==> config.mk <==
export PLATFORM = sky130hd
export DESIGN_NAME = i2c_repeater
export DESIGN_NICKNAME = d
export VERILOG_FILES = /design/src/rtl/i2c_repeater.sv
export SDC_FILE = /design/constraint.sdc
export NUM_CORES = 1
export LEC_CHECK = 0
export BUFFER_PORTS_ARGS = -buffer_cell sky130_fd_sc_hd__buf_2
export CAP_MARGIN = 20
export CELL_PAD_IN_SITES_DETAIL_PLACEMENT = 1
export CELL_PAD_IN_SITES_GLOBAL_PLACEMENT = 1
export CORE_UTILIZATION = 51
export DETAILED_ROUTE_END_ITERATION = 7
export PLACE_DENSITY = 0.91
export SYNTH_ARGS = -nofsm -noshare
export SYNTH_HDL_FRONTEND = slang
export SYNTH_SLANG_ARGS = --single-unit
==> constraint.sdc <==
create_clock -name clk -period 3.6 [get_ports clk]
set_input_delay 0.18 -clock clk [delete_from_list [all_inputs] [get_ports clk]]
set_output_delay 0.18 -clock clk [all_outputs]
set_load 0.02 [all_outputs]
==> src/rtl/i2c_repeater.sv <==
// rtl/i2c_repeater.sv - N-port open-drain I2C repeater with per-line ownership, release lockout and stuck-low detection
module i2c_repeater #(
  parameter int NUM_PORTS     = 2,
  parameter int SYNC_STAGES   = 2,
  parameter int FILT_LEN      = 3,
  parameter int RELEASE_HOLD  = 8,
  parameter int STUCK_TIMEOUT = 100000
) (
  input  logic                 clk,
  input  logic                 reset_n,
  input  logic [NUM_PORTS-1:0] scl_i,
  output logic [NUM_PORTS-1:0] scl_oe,
  input  logic [NUM_PORTS-1:0] sda_i,
  output logic [NUM_PORTS-1:0] sda_oe,
  output logic [NUM_PORTS-1:0] scl_owner,
  output logic [NUM_PORTS-1:0] sda_owner,
  output logic [1:0]           stuck_err,
  input  logic                 err_clr
);

  localparam int                   IDX_W     = (NUM_PORTS > 1) ? $clog2(NUM_PORTS) : 1;
  localparam logic [3:0]           FILT_LAST = 4'(FILT_LEN - 1);
  localparam logic [7:0]           HOLD_INIT = 8'(RELEASE_HOLD);
  localparam logic [23:0]          STUCK_LIM = 24'(STUCK_TIMEOUT);
  localparam logic [NUM_PORTS-1:0] PORT0_OH  = {{(NUM_PORTS-1){1'b0}}, 1'b1};

  typedef enum logic [1:0] {ST_IDLE, ST_OWNED, ST_RELEASE} line_state_t;

  // Line 0 is SCL, line 1 is SDA; both run the same engine.
  logic [1:0][NUM_PORTS-1:0] w_pin;
  logic [1:0][NUM_PORTS-1:0] w_oe;
  logic [1:0][NUM_PORTS-1:0] w_own;
  logic [1:0]                w_err;

  assign w_pin[0]  = scl_i;
  assign w_pin[1]  = sda_i;
  assign scl_oe    = w_oe[0];
  assign sda_oe    = w_oe[1];
  assign scl_owner = w_own[0];
  assign sda_owner = w_own[1];
  assign stuck_err = w_err;

  for (genvar l = 0; l < 2; l++) begin : g_line
    logic [NUM_PORTS-1:0] r_sync [SYNC_STAGES];
    logic [NUM_PORTS-1:0] r_filt;
    logic [3:0]           r_run [NUM_PORTS];
    line_state_t          r_state;
    logic [IDX_W-1:0]     r_owner;
    logic [NUM_PORTS-1:0] r_oe;
    logic [NUM_PORTS-1:0] r_own_oh;
    logic [7:0]           r_hold;
    logic [23:0]          r_stuck_cnt;
    logic                 r_err;
    logic [IDX_W-1:0]     w_low_idx;
    logic                 w_any_low;
    logic [NUM_PORTS-1:0] w_low_oh;
    logic                 w_owner_high;
    logic                 w_stuck_set;

    // Pin synchronizer; idles high so reset looks like a released bus.
    always_ff @(posedge clk) begin
      if (!reset_n) begin
        for (int s = 0; s < SYNC_STAGES; s++) r_sync[s] <= '1;
      end else begin
        r_sync[0] <= w_pin[l];
        for (int s = 1; s < SYNC_STAGES; s++) r_sync[s] <= r_sync[s-1];
      end
    end

    // Glitch filter: accept a new level only after FILT_LEN consecutive disagreeing cycles.
    always_ff @(posedge clk) begin
      if (!reset_n) begin
        r_filt <= '1;
        for (int p = 0; p < NUM_PORTS; p++) r_run[p] <= '0;
      end else begin
        for (int p = 0; p < NUM_PORTS; p++) begin
          if (r_sync[SYNC_STAGES-1][p] == r_filt[p]) begin
            r_run[p] <= '0;
          end else if (r_run[p] == FILT_LAST) begin
            r_filt[p] <= r_sync[SYNC_STAGES-1][p];
            r_run[p]  <= '0;
          end else begin
            r_run[p] <= r_run[p] + 4'd1;
          end
        end
      end
    end

    // Lowest-index low segment wins arbitration when several go low together.
    always_comb begin
      w_low_idx = '0;
      for (int p = NUM_PORTS - 1; p >= 0; p--) begin
        if (!r_filt[p]) w_low_idx = IDX_W'(p);
      end
    end

    assign w_any_low    = ~&r_filt;
    assign w_low_oh     = PORT0_OH << w_low_idx;
    assign w_owner_high = r_filt[r_owner];

    // Ownership FSM; non-owner inputs are ignored while owned because they read back our own drive.
    always_ff @(posedge clk) begin
      if (!reset_n) begin
        r_state  <= ST_IDLE;
        r_owner  <= '0;
        r_oe     <= '0;
        r_own_oh <= '0;
        r_hold   <= '0;
      end else begin
        case (r_state)
          ST_IDLE: begin
            r_oe     <= '0;
            r_own_oh <= '0;
            if (w_any_low) begin
              r_owner  <= w_low_idx;
              r_oe     <= ~w_low_oh;
              r_own_oh <= w_low_oh;
              r_state  <= ST_OWNED;
            end
          end
          ST_OWNED: begin
            if (w_owner_high) begin
              r_oe     <= '0;
              r_own_oh <= '0;
              r_hold   <= HOLD_INIT;
              r_state  <= ST_RELEASE;
            end
          end
          ST_RELEASE: begin
            r_oe     <= '0;
            r_own_oh <= '0;
            r_hold   <= r_hold - 8'd1;
            if (r_hold <= 8'd1) r_state <= ST_IDLE;
          end
          default: begin
            r_oe     <= '0;
            r_own_oh <= '0;
            r_state  <= ST_IDLE;
          end
        endcase
      end
    end

    // Set keeps firing while saturated so a coincident err_clr loses.
    assign w_stuck_set = (r_state == ST_OWNED) && (r_stuck_cnt >= STUCK_LIM - 24'd1);

    // Stuck-low detector: counts owned cycles, saturates, flags a sticky error without breaking ownership.
    always_ff @(posedge clk) begin
      if (!reset_n) begin
        r_stuck_cnt <= '0;
        r_err       <= 1'b0;
      end else begin
        if (r_state != ST_OWNED) begin
          r_stuck_cnt <= '0;
        end else if (r_stuck_cnt != STUCK_LIM) begin
          r_stuck_cnt <= r_stuck_cnt + 24'd1;
        end
        if (w_stuck_set) begin
          r_err <= 1'b1;
        end else if (err_clr) begin
          r_err <= 1'b0;
        end
      end
    end

    assign w_oe[l]  = r_oe;
    assign w_own[l] = r_own_oh;
    assign w_err[l] = r_err;
  end

endmodule

==> impl_metrics.env, run 1 <==
export IMPL_internal_power_uw=1640
export IMPL_rsz0062_at_grt="false"
export IMPL_place_congestion=0.836
export IMPL_synth_most_common_cell="dfxtp_1"
export IMPL_met3WireLength_microns=319
export IMPL_worst_setup_path_start_kind="flop"
export IMPL_netlist_area_sq_um=5030
export IMPL_power_leakage_uw=0.00193
export IMPL_synth_edff_count=16
export IMPL_wl_met1_microns=5180
export IMPL_wl_microns=11900
export IMPL_grt_pass1_wl_microns=20200
export IMPL_ant_nets=0
export IMPL_required_ns=3.90
export IMPL_status="finished, final reports clean"
export IMPL_synth_cell_types=59
export IMPL_num_vias=4265
export IMPL_worstSetupEndpointType="flop"
export IMPL_p_clk_share_pct=36.9
export IMPL_switching_share_pct=23.6
export IMPL_p_per_area_nw_per_um2=394
export IMPL_period_share_pct=62.5
export IMPL_die_h_microns=101
export IMPL_root_buffer="clkbuf_8"
export IMPL_crit_type="flop to flop"
export IMPL_antenna_found_initial=0
export IMPL_fillers=1140
export IMPL_final_min_clock_period_ns=2.25
export IMPL_hp_class="primary input to flop"
export IMPL_syn_to_final_growth_pct=8.51
export IMPL_finClkSkew_ns=0.00976
export IMPL_io_pins=17
export IMPL_route_detailed_drc=0
export IMPL_slew_headroom_pct=54.3
export IMPL_cts_setup_buffers=0
export IMPL_start_util_pct=53.4
export IMPL_slew_viol_final=0
export IMPL_design_die_area_sq_um=10300
export IMPL_yosysWarnings=0
export IMPL_avgViaCountPerCell=5.84
export IMPL_worst_pin_slew_ns=0.685
export IMPL_finalSetupTns_ns=0
export IMPL_pwr_share_comb_pct=5.5
export IMPL_fmax_mhz=444
export IMPL_routedWlPerCell_microns=16.3
export IMPL_dr_first_iter_drc_count=141
export IMPL_p_switching_uw=508
export IMPL_regArea_sq_um=2240
export IMPL_num_rows=35
export IMPL_yosys_top_cells_count="dfxtp_1 (88), nor2_1 (72), nand3_1 (43)"
export IMPL_dpl_hpwl_microns=8070
export IMPL_clkLatencyLatePin_ns=0.38
export IMPL_top_layer_used="met4"
export IMPL_synth_seq_cells=104
export IMPL_multi_input_area_sq_um=2620
export IMPL_seqPwrFrac_pct=57.6
export IMPL_ir_worst_vdd_v=0.000321
export IMPL_synth_top_area_share_pct=35.0
export IMPL_yosysSeqAreaShare_pct=44.6
export IMPL_grt_ovfl_total=0
export IMPL_clk_pin_slew_ns=0.10
export IMPL_nets=619
export IMPL_die_w_microns=101
export IMPL_ys_flop_type="dfxtp_1"
export IMPL_synth_top_cell_by_area="dfxtp_1"
export IMPL_synthesis_area_per_instance_sq_um=8.75
export IMPL_numPortBuffers=16
export IMPL_first_global_vias=4414
export IMPL_crit_fanout=8
export IMPL_final_util_pct=58.0
export IMPL_cts_sinks=104
export IMPL_async_flop_share_pct=0
export IMPL_met2WireLength_microns=6110
export IMPL_cts_tree="done"
export IMPL_clockBufferDepth=2
export IMPL_setup_violations=0
export IMPL_hold_viol=0
export IMPL_syn_inst=575
export IMPL_fp_coreArea_sq_um=9420
export IMPL_maxCapViolations=0
export IMPL_critical_path_arrival_ns=2.55
export IMPL_drive_above_1_share_pct=7.82
export IMPL_cts_htree_levels=3
export IMPL_cts_buffers=9
export IMPL_drt_pass1_iterations=4
export IMPL_num_antenna_cells=0
export IMPL_synthTopCellsByArea="dfxtp_1 (35%), edfxtp_1 (9.6%), nor2_1 (5.4%)"
export IMPL_groute_usage_overall_pct=24.9
export IMPL_grt_max_degree=29
-- flip-flops by register name, summed over array words and instances (netlist names), 2 cells and up --
name	count
g_line.r_stuck_cnt	48
g_line.r_hold	16
g_line.r_run	16
g_line.r_sync	8
g_line.r_filt	4
g_line.r_state	4
g_line.r_err	2
g_line.r_owner	2
-- worst paths after layout --
check | startpoint | end | slack [ns] | depth (start not counted)
worst max-delay path | g_line[0].r_stuck_cnt[0] | g_line[0].r_stuck_cnt[22] | 1.35 | 5
worst min-delay path | err_clr | g_line[0].r_err | 0.12 | 4
worst max register to register | g_line[0].r_stuck_cnt[0] | g_line[0].r_stuck_cnt[22] | 1.35 | 5
worst min register to register | g_line[0].r_sync[0][0] | g_line[0].r_sync[0][2] | 0.42 | 1
-- kinds of logic after synthesis --
| group | share of synthesized area, % |
|---|---|
| and+or+nand+nor | 30.1 |
| AOI/OAI and AO/OA | 10.6 |
| buffers and inverters | 4.48 |
| other | 0.0746 |
| xor gates and xnor gates | 5.57 |
| DFF | 44.6 |
| adders and majority gates | 3.98 |
| muxes | 0.647 |
-- timing repair --
action	CTS	global route
hold buffers	4	0
resized for setup	0	0
hold endpoints to repair	4	0
-- stage by stage --
stage,hold slack (ns),std cells,worst slack (ns),power (uW),instance area [sq um]
floorplan,0.281,590,1.63,1340,5080
global placement,0.365,710,1.54,1360,5210
detailed placement,0.371,710,1.42,1380,5210
CTS,0.119,730,1.38,2160,5460
global route,0.123,730,1.21,2230,5460
finish,0.120,730,1.35,2150,5460
-- layout by cell type (no fill, tap or decap), drive strengths merged, types with 9 or more instances in the layout --
master  synthesis  layout
dfxtp          88      88
nor2           72      72
nand3          45      45
nand2          39      39
a21oi          34      34
inv            24      24
nor3           20      20
buf            12      18
xor2           17      17
o21ai          17      17
nand2b         16      16
ha             16      16
edfxtp         16      16
conb            1      16
xnor2          15      15
nand4          15      15
or4            13      13
o31ai          11      11
or3            11      11
nor4            9       9
clkbuf         15       9
-- power groups by stage --
stage	sequential, uW	combinational, uW	clock (uW)
after floorplan	1250	89.6	0
after global placement	1260	104	0
after detailed placement	1260	113	0
after CTS	1240	118	810
after global routing	1240	133	858
final	1240	119	791
-- worst max-delay path, stage by stage (launching register included) --
cell and delay, ns:
dfxtp_1 0.43, ha_1 0.26, nand4_2 0.23, or3_1 0.56
or4_1 0.55, a21oi_1 0.15
-- metal layers --
metal / GRT usage [%] / vias up
met5: 0 / -
li1: - / 2072
met2: 46.4 / 73
met3: 4.76 / 25
met1: 27.7 / 2095
met4: 10.3 / 0
-- cell type report --
cell class              count  area share [%]
repair buffers             22            2.48
clock inverters             7            1.58
multi-input cells         435            48.0
inverters                  24            1.65
well taps                 129            2.96
clock buffers               9            2.27
flip-flops and latches    104            41.1
Power figures use the tool's default switching activity.
==> run 2: changes to the inputs <==
--- a/config.mk
+++ b/config.mk
@@ -5,13 +5,14 @@
 export SDC_FILE = /design/constraint.sdc
 export NUM_CORES = 1
 export LEC_CHECK = 0
+export ABC_AREA = 1
 export BUFFER_PORTS_ARGS = -buffer_cell sky130_fd_sc_hd__buf_2
 export CAP_MARGIN = 20
 export CELL_PAD_IN_SITES_DETAIL_PLACEMENT = 1
 export CELL_PAD_IN_SITES_GLOBAL_PLACEMENT = 1
-export CORE_UTILIZATION = 51
+export CORE_UTILIZATION = 41
 export DETAILED_ROUTE_END_ITERATION = 7
-export PLACE_DENSITY = 0.91
+export PLACE_DENSITY = 0.83
 export SYNTH_ARGS = -nofsm -noshare
 export SYNTH_HDL_FRONTEND = slang
 export SYNTH_SLANG_ARGS = --single-unit
==> constraint.sdc (replaced) <==
create_clock -name clk -period 2 [get_ports clk]
set_input_delay 0.1 -clock clk [delete_from_list [all_inputs] [get_ports clk]]
set_output_delay 0.1 -clock clk [all_outputs]
set_load 0.02 [all_outputs]
==> impl_metrics.env, run 2 <==
export IMPL_status="finished, final reports clean"
export IMPL_cts_sinks=104
export IMPL_fillers=1700
export IMPL_synth_top_cell_by_area="dfxtp_1"
export IMPL_yosys_top_cells_count="nand2_1 (195), nor2_1 (143), dfxtp_1 (88)"
export IMPL_dpl_hpwl_microns=10300
export IMPL_fin_cells=986
export IMPL_placedCellCount=966
export IMPL_ys_flop_type="dfxtp_1"
export IMPL_synth_edff_count=16
export IMPL_p_clk_share_pct=40.9
export IMPL_async_flop_share_pct=0
export IMPL_drive_above_1_share_pct=7.25
export IMPL_die_w_microns=116
export IMPL_p_switching_uw=1030
export IMPL_synthTopCellsByArea="dfxtp_1 (33%), nand2_1 (14%), nor2_1 (10%)"
export IMPL_num_rows=41
export IMPL_crit_type="flop to flop"
export IMPL_grt_ovfl_total=0
export IMPL_avgViaCountPerCell=5.05
export IMPL_startpoint="g_line[0].r_stuck_cnt[1]"
export IMPL_ant_nets=0
export IMPL_routedWlPerCell_microns=13.9
export IMPL_ir_worst_vdd_v=0.000423
export IMPL_synth_seq_cells=104
export IMPL_start_util_pct=42.2
export IMPL_place_congestion=0.840
export IMPL_numPortBuffers=16
export IMPL_nets=832
export IMPL_largest_reg_flops=48
export IMPL_finalSetupTns_ns=0
export IMPL_io_pins=17
export IMPL_timing_rr_end="g_line[0].r_stuck_cnt[8]"
export IMPL_netlist_area_sq_um=5370
export IMPL_num_vias=4978
export IMPL_final_min_clock_period_ns=1.71
export IMPL_worst_setup_path_start_kind="flop"
export IMPL_final_common_cell="nand2_1"
export IMPL_hp_start="err_clr"
export IMPL_r2r_start="g_line[0].r_stuck_cnt[1]"
export IMPL_required_ns=2.22
export IMPL_period_share_pct=85.7
export IMPL_power_leakage_uw=0.00219
export IMPL_root_buffer="clkbuf_16"
export IMPL_cts_resized=0
export IMPL_cts_tree="done"
export IMPL_regToRegSetupSlack_ns=0.29
export IMPL_reg_largest_list="g_line.r_stuck_cnt x48, g_line.r_hold x16, g_line.r_run x16"
export IMPL_hold_path_end="g_line[0].r_err"
export IMPL_cts_hold_buf=4
export IMPL_drt_pass1_iterations=6
export IMPL_num_antenna_cells=0
export IMPL_hp_class="primary input to flop"
export IMPL_cts_setup_buffers=0
export IMPL_slew_viol_final=0
export IMPL_synth_most_common_cell="nand2_1"
export IMPL_die_h_microns=116
export IMPL_finClkSkew_ns=0.00776
export IMPL_grt_max_degree=23
export IMPL_seqPwrFrac_pct=53.0
export IMPL_fmax_mhz=583
export IMPL_syn_to_final_growth_pct=11.4
export IMPL_cts_buffers=9
export IMPL_dr_first_iter_drc_count=177
export IMPL_worstSetupEndpointType="flop"
export IMPL_yosysWarnings=0
export IMPL_whs_path_depth=4
export IMPL_route_detailed_drc=0
export IMPL_top_register="g_line.r_stuck_cnt"
export IMPL_cts_htree_levels=3
export IMPL_fp_coreArea_sq_um=12700
export IMPL_yosysSeqAreaShare_pct=41.7
export IMPL_setup_violations=0
export IMPL_antenna_found_initial=0
export IMPL_crit_fanout=6
export IMPL_clk_pin_slew_ns=0.07
export IMPL_wl_microns=13700
export IMPL_synth_top_area_share_pct=32.8
export IMPL_critical_path_arrival_ns=1.94
export IMPL_clockBufferDepth=2
export IMPL_groute_usage_overall_pct=21.2
export IMPL_rsz0062_at_grt="false"
export IMPL_synth_cell_types=36
export IMPL_clkLatencyLatePin_ns=0.35
export IMPL_hold_viol=0
export IMPL_most_common_layout_cells="nand2_1 (195), nor2_1 (143), dfxtp_1 (88)"
export IMPL_switching_share_pct=24.6
export IMPL_internal_power_uw=3150
export IMPL_p_per_area_nw_per_um2=699
export IMPL_syn_inst=774
export IMPL_pwr_share_comb_pct=6.1
export IMPL_design_die_area_sq_um=13600
export IMPL_grt_pass1_wl_microns=22700
export IMPL_reg2reg_depth=6
export IMPL_maxCapViolations=0
export IMPL_synthesis_area_per_instance_sq_um=6.94
export IMPL_first_global_vias=5140
==> run 2: changes by cell type after synthesis, sizes merged, moves of 9 or more <==
cell	before	now
a21oi	34	65
clkbuf	15	3
inv	24	84
nand2	39	198
nand2b	16	0
nor2	72	151
nor3	20	7
o21ai	17	33
o31ai	11	1
or3	11	0
or4	13	0
xnor2	15	4
xor2	17	8
==> run 2: layer usage <==
| metal | wire (microns) | GRT usage, % | vias to the layer above |
|---|---|---|---|
| li1 | - | - | 2536 |
| met1 | 6130 | 24.3 | 2374 |
| met2 | 7060 | 39.8 | 50 |
| met3 | 302 | 3.84 | 18 |
| met4 | 197 | 6.24 | 0 |
| met5 | 0 | 0 | - |
==> run 2: area by class of cell <==
cell class	count	area, sq um	share of cell area, %
Timing Repair Buffer	22	135	2.26
Multi-Input combinational cell	587	2790	46.6
Tap cell	172	215	3.59
Inverter	85	319	5.33
Sequential cell	104	2240	37.5
Clock buffer	11	243	4.05
Clock inverter	5	40.0	0.669
==> run 2: power groups by stage <==
stage / sequential, uW / clock (uW) / combinational, uW
4_1_cts: 2220 / 1750 / 254
6_report: 2220 / 1710 / 253
5_1_grt: 2230 / 1840 / 286
3_5_place_dp: 2270 / 0 / 244
2_1_floorplan: 2260 / 0 / 182
3_3_place_gp: 2260 / 0 / 227
==> run 2: worst max-delay path by stage <==
stage / depth (start not counted) / slack (ns) / endpoint
finish: 6 / 0.29 / g_line[0].r_stuck_cnt[8]
CTS: 6 / 0.27 / g_line[0].r_stuck_cnt[8]
global placement: 6 / 0.49 / g_line[0].r_stuck_cnt[8]
global route: 6 / 0.11 / g_line[0].r_stuck_cnt[8]
detailed placement: 6 / 0.32 / g_line[0].r_stuck_cnt[8]
floorplan: 10 / 0.64 / g_line[1].r_stuck_cnt[18]
==> run 2: metrics by stage <==
| stage | hold slack [ns] | power [uW] | util (%) | setup slack, ns | cell area (sq um) |
|---|---|---|---|---|---|
| floorplan | 0.207 | 2440 | - | 0.636 | 5430 |
| detailed placement | 0.295 | 2510 | 44.5 | 0.320 | 5660 |
| global route | 0.0703 | 4350 | 47.1 | 0.111 | 5990 |
| finish | 0.0476 | 4180 | 47.1 | 0.285 | 5990 |
| global placement | 0.292 | 2490 | 44.5 | 0.489 | 5660 |
| CTS | 0.0466 | 4220 | 47.1 | 0.271 | 5990 |
==> run 2: cell families (layout without fill, tap and decap cells) <==
logic type / after synthesis / in the layout / synth area share, %
compound gates: 106 / 106 / 10.2
buf+inv: 98 / 123 / 7.34
flops: 104 / 104 / 41.7
other cells: 1 / 16 / 0.0698
fa+ha+maj: 16 / 16 / 3.73
xor+xnor: 12 / 12 / 1.96
simple gates: 437 / 437 / 35.0
==> run 2: worst max-delay path: stages (launching register included) <==
cell and delay [ns]:
dfxtp_1 0.41, ha_1 0.31, nand3_1 0.20, nor2_1 0.24, inv_1 0.13, o21ai_0 0.21, a21oi_1 0.10
